==> config.mk <==
export PLATFORM = sky130hd
export DESIGN_NAME = fontload_ctrl
export DESIGN_NICKNAME = d
export VERILOG_FILES = /design/src/rtl/fontload_ctrl.sv
export SDC_FILE = /design/constraint.sdc
export NUM_CORES = 1
export LEC_CHECK = 0
export ABC_CLOCK_PERIOD_IN_PS = 2100
export CAP_MARGIN = 20
export CORE_MARGIN = 2
export CORE_UTILIZATION = 32
export DETAILED_ROUTE_END_ITERATION = 10
export GPL_TIMING_DRIVEN = 0
export PLACE_DENSITY = 0.81
export SYNTH_ARGS = -nofsm -noshare
export SYNTH_HDL_FRONTEND = slang
export SYNTH_SLANG_ARGS = --single-unit
==> constraint.sdc <==
create_clock -name clk -period 2.1 [get_ports clk]
set_input_delay 0.42 -clock clk [delete_from_list [all_inputs] [get_ports clk]]
set_output_delay 0.42 -clock clk [all_outputs]
set_load 0.01 [all_outputs]
==> src/rtl/fontload_ctrl.sv <==
// Font loader: copies COUNT staged words from the staging buffer into one SPRAM page under the
// character generator's grant. Optional readback verification is enabled with FONTLOAD_VERIFY_EN.
module fontload_ctrl #(
  parameter int COUNT    = 256,
  parameter int SPRAM_AW = 14
) (
  input  logic                  clk,
  input  logic                  nrst,
  input  logic                  start,
  input  logic [SPRAM_AW-9:0]   page,
  output logic                  busy,
  output logic                  done,
  input  logic                  host_wr,
  input  logic [7:0]            host_addr,
  input  logic [15:0]           host_data,
  output logic                  host_drop,
  output logic                  buf_rd,
  output logic [7:0]            buf_rd_addr,
  input  logic [15:0]           buf_rd_data,
  output logic                  buf_wr,
  output logic [7:0]            buf_wr_addr,
  output logic [15:0]           buf_wr_data,
  output logic                  spram_req,
  input  logic                  spram_gnt,
  output logic                  spram_we,
  output logic [SPRAM_AW-1:0]   spram_addr,
  output logic [15:0]           spram_wdata,
  input  logic [15:0]           spram_rdata,
  output logic                  verify_err
);

  // state    | meaning
  // S_IDLE   | host owns the staging buffer, waiting for start
  // S_COPY   | reading buffer words and writing them to SPRAM while granted
  // S_DRAIN  | all words read, waiting for the last pending write
  // S_VERIFY | (FONTLOAD_VERIFY_EN) re-reading buffer and SPRAM, comparing
  // S_DONE   | one-cycle completion, done pulse
`ifdef FONTLOAD_VERIFY_EN
  typedef enum logic [2:0] {S_IDLE, S_COPY, S_DRAIN, S_VERIFY, S_DONE} state_t;
`else
  typedef enum logic [2:0] {S_IDLE, S_COPY, S_DRAIN, S_DONE} state_t;
`endif

  localparam logic [8:0] CNT = 9'(COUNT);

  state_t                state;
  logic [8:0]            index;
  logic [7:0]            wr_idx;
  logic                  pending;
  logic [SPRAM_AW-9:0]   page_q;
  logic                  rd_copy;
  logic                  wr_fire;
  logic                  rd_verify;

  assign rd_copy   = (state == S_COPY) && spram_gnt && (index < CNT);
  assign wr_fire   = pending && spram_gnt && ((state == S_COPY) || (state == S_DRAIN));
`ifdef FONTLOAD_VERIFY_EN
  assign rd_verify = (state == S_VERIFY) && spram_gnt && (index < CNT);
`else
  assign rd_verify = 1'b0;
`endif

  assign buf_rd      = rd_copy | rd_verify;
  assign buf_rd_addr = index[7:0];
  assign spram_we    = wr_fire;
  assign spram_wdata = buf_rd_data;
  // Verification reads address SPRAM with the live index; copy writes use the captured one.
  assign spram_addr  = rd_verify ? {page_q, index[7:0]} : {page_q, wr_idx};

  // Host writes pass straight through only while the loader is idle and out of reset.
  assign buf_wr      = nrst & ~busy & host_wr;
  assign buf_wr_addr = host_addr;
  assign buf_wr_data = host_data;

`ifdef FONTLOAD_VERIFY_EN
  logic cmp_pend;
`else
  logic unused_rdata;
  assign unused_rdata = ^spram_rdata;
  assign verify_err   = 1'b0;
`endif

  always_ff @(posedge clk or negedge nrst) begin
    if (!nrst) begin
      state     <= S_IDLE;
      index     <= '0;
      wr_idx    <= '0;
      pending   <= 1'b0;
      page_q    <= '0;
      busy      <= 1'b0;
      done      <= 1'b0;
      spram_req <= 1'b0;
      host_drop <= 1'b0;
`ifdef FONTLOAD_VERIFY_EN
      cmp_pend   <= 1'b0;
      verify_err <= 1'b0;
`endif
    end else begin
      done <= 1'b0;
      if (busy && host_wr) host_drop <= 1'b1;
      if (buf_rd) index <= index + 9'd1;
      if (rd_copy) begin
        wr_idx  <= index[7:0];
        pending <= 1'b1;
      end else if (wr_fire) begin
        pending <= 1'b0;
      end
`ifdef FONTLOAD_VERIFY_EN
      cmp_pend <= rd_verify;
      if (cmp_pend && (buf_rd_data != spram_rdata)) verify_err <= 1'b1;
`endif
      case (state)
        S_IDLE: begin
          if (start) begin
            page_q    <= page;
            index     <= '0;
            host_drop <= 1'b0;
`ifdef FONTLOAD_VERIFY_EN
            verify_err <= 1'b0;
`endif
            busy      <= 1'b1;
            spram_req <= 1'b1;
            state     <= S_COPY;
          end
        end
        S_COPY: begin
          if (index == CNT) state <= S_DRAIN;
        end
        S_DRAIN: begin
          if (!pending || wr_fire) begin
`ifdef FONTLOAD_VERIFY_EN
            index <= '0;
            state <= S_VERIFY;
`else
            done      <= 1'b1;
            spram_req <= 1'b0;
            state     <= S_DONE;
`endif
          end
        end
`ifdef FONTLOAD_VERIFY_EN
        S_VERIFY: begin
          // Leave only after the last readback has been compared.
          if ((index == CNT) && !cmp_pend) begin
            done      <= 1'b1;
            spram_req <= 1'b0;
            state     <= S_DONE;
          end
        end
`endif
        S_DONE: begin
          busy  <= 1'b0;
          state <= S_IDLE;
        end
        default: state <= S_IDLE;
      endcase
    end
  end

endmodule

==> results.toml <==
[drt]
drt_wl_total_um = 4030
drtAntennaViolNets = 0
routed_via_density = 4.31
drc = 0
wire_per_inst_um = 11.7
num_vias = 1482
drtIter0Drc = 53
dr.pass1.iters = 4

[logic_synthesis]
synth_seq_cells = 30
synth.largest_area_cell = "dfrtp_1"
yosysSeqAreaShare_pct = 42.9
synth_cell_types = 34
synthCells = 181
yosysMostFrequentCell = "buf_4"
synth_edf_count = 0
yosys-top-cells-count = "49 x buf_4, 30 x dfrtp_1, 30 x nand2_1"
synth_area_leaders = "dfrtp_1 43%, buf_4 21%, nand2_1 6.4%, ha_1 5.0%, mux2_2 3.2%"
syn_nets = 255
async_flop_share_pct = 100
syn_avg_cell_area_um2 = 9.67
ys.flop_type = "dfrtp_1"
yosysTopAreaCellShare_pct = 42.9
synth_area_mm2 = 0.00175
yosysWarningCount = 0

[placement]
gp_congestion = 0.802
port_buffers = 79
dp_hpwl_um = 3080

[power]
total_power_uw = 1910
irDropWorstVdd_v = 0.000365
cellPowerDensity_mw_per_mm2 = 689
p_leak_uw = 0.00133

[clock_tree]
cts_tree = "yes"
root_buffer = "clkbuf_8"
cts_num_sinks = 30
insertion_delay_ps = 280
htree_levels = 2
cts_max_path_buffers = 2
path_clk_slew_ps = 60
numCtsBuffers = 5

[worst_setup_path]
cp_cell_sequence = "clkdlybuf4s50_1 > and3_1 > clkdlybuf4s50_1"
slowest_stage = "clkdlybuf4s50_1"
critPathLaunchType = "input pin"
critPathMaxFanout = 2
timing_worst_setup_path_type = "in -> out"
cp-end-kind = "primary output"
worst_path_largest_cell_delay_ps = 540
crit_family = "buffers and inverters"
cp.buffers_inverters = 2
critical_path_arrival_ps = 1590
path_common_cell = "clkdlybuf4s50_1"
required_ps = 1680

[die]
coreArea_mm2 = 0.00520
dieArea_mm2 = 0.00608
die_w_um = 78.0
die_h_um = 78.0
io_pins = 137
start_util_pct = 33.6
rows = 26

[hold_path]
hp-class = "in -> async"

[global_routing]
overflow = 0
grt_max_degree = 20
grt_pass1_wl_um = 6670
antenna_found_initial = 0
grtUsageTotal_pct = 14.0
grt_pass1_vias = 1523

[timing]
finalSetupViolCount = 0
whs_ps = 9.31
final_hold_viol_count = 0
min_period_ps = 2010
rsz0062_at_grt = "false"
clock_skew_ps = 5.31
fmax_mhz = 497
slew_viol_final = 0
finalCritPeriodShare_pct = 95.8

[cells_and_area]
fin_nets = 347
antennaDiodeCount = 0
drive_above_1_share_pct = 27.7
area_growth_pct = 58.5

[run]
drv_cap = 0

[status]
outcome = "completed"
==> layout make-up <==
type / count / area (µm²)
Multi-Input combinational cell: 91 / 584
Timing Repair Buffer: 85 / 837
Buffer: 53 / 393
Clock buffer: 7 / 86.3
Clock inverter: 1 / 5.00
Fill cell: 499 / 2430
Tap cell: 70 / 87.6
Inverter: 7 / 31.3
Sequential cell: 30 / 751
==> power breakdown <==
group,leakage (µW),total [µW],switching [µW],internal [µW]
clock network,0.0000482,471,208,264
logic,0.000902,680,262,418
registers,0.000379,761,94.5,666
==> worst reg2reg max path, cell delays in order (launching register included) <==
cell and delay, ps:
dfrtp_1 400, inv_1 110, ha_1 300, and2_0 160, clkbuf_2 180, buf_2 260
mux2_1 340
==> worst paths after layout <==
| kind | from | end | slack (ps) | cells past startpoint |
|---|---|---|---|---|
| hold reg to reg | wr_idx[5] | wr_idx[5] | 480 | 2 |
| setup reg to reg | state[0] | page_q[0] | 230 | 6 |
| hold / removal | nrst | index[3] | 9 | 1 |
| max in group asynchronous | nrst | index[4] | 1730 | 2 |
| min in group clk | wr_idx[5] | wr_idx[5] | 480 | 2 |
| setup / recovery | host_wr | buf_wr | 90 | 3 |
==> per-stage QoR <==
stage / TNS (ps) / worst slack [ps] / instances / instance area [µm²] / util, %
after floorplan: 0 / 389 / 181 / 1750 / -
after global placement: -1510 / -1060 / 330 / 2630 / 50.5
after detailed placement: -1270 / -804 / 331 / 2640 / 50.8
after CTS: 0 / 86.0 / 344 / 2770 / 53.3
after global routing: 0 / 33.9 / 344 / 2780 / 53.3
final: 0 / 87.3 / 344 / 2780 / 53.3
==> layout by cell type (no fill, tap or decap), types with 4 or more instances in the layout <==
master,count
buf_4,55
ha_1,6
nand2_1,30
o21ai_0,5
a21oi_1,4
nor2_1,8
clkbuf_8,6
inv_1,6
clkdlybuf4s50_1,75
dfrtp_1,30
mux2_2,5
==> flip-flops by register name, indices dropped and copies added (netlist names) <==
| signal | count |
|---|---|
| index | 9 |
| wr_idx | 8 |
| page_q | 6 |
| state | 2 |
| busy | 1 |
| done | 1 |
| host_drop | 1 |
| pending | 1 |
| spram_req | 1 |
==> layer usage <==
layer | wire (µm) | up-vias | GRT usage, %
met2 | 2000 | 69 | 24.4
met1 | 1640 | 689 | 16.0
met5 | 0 | - | 0
met3 | 330 | 8 | 4.53
met4 | 57 | 0 | 5.26
li1 | - | 716 | -
==> cell families after synthesis <==
group	after synthesis	share of synthesized area (%)
buffers and inverters	60	23.9
AND/OR/NAND/NOR	55	14.6
flip-flops	30	42.9
AO/OA/AOI/OAI	13	4.50
multiplexers	10	6.43
adder cells (fa/ha/maj)	7	5.00
XOR/XNOR	5	2.50
other	1	0.214
==> timing repair <==
item                                    4_1_cts  5_1_grt
endpoints found under the setup margin        3        1
cloned                                        0        0
pin swaps                                     1        0
gates resized for setup                      12        2
buffers inserted                              5        0
hold buffers                                  0        0
(Power assumes the default switching activity.)
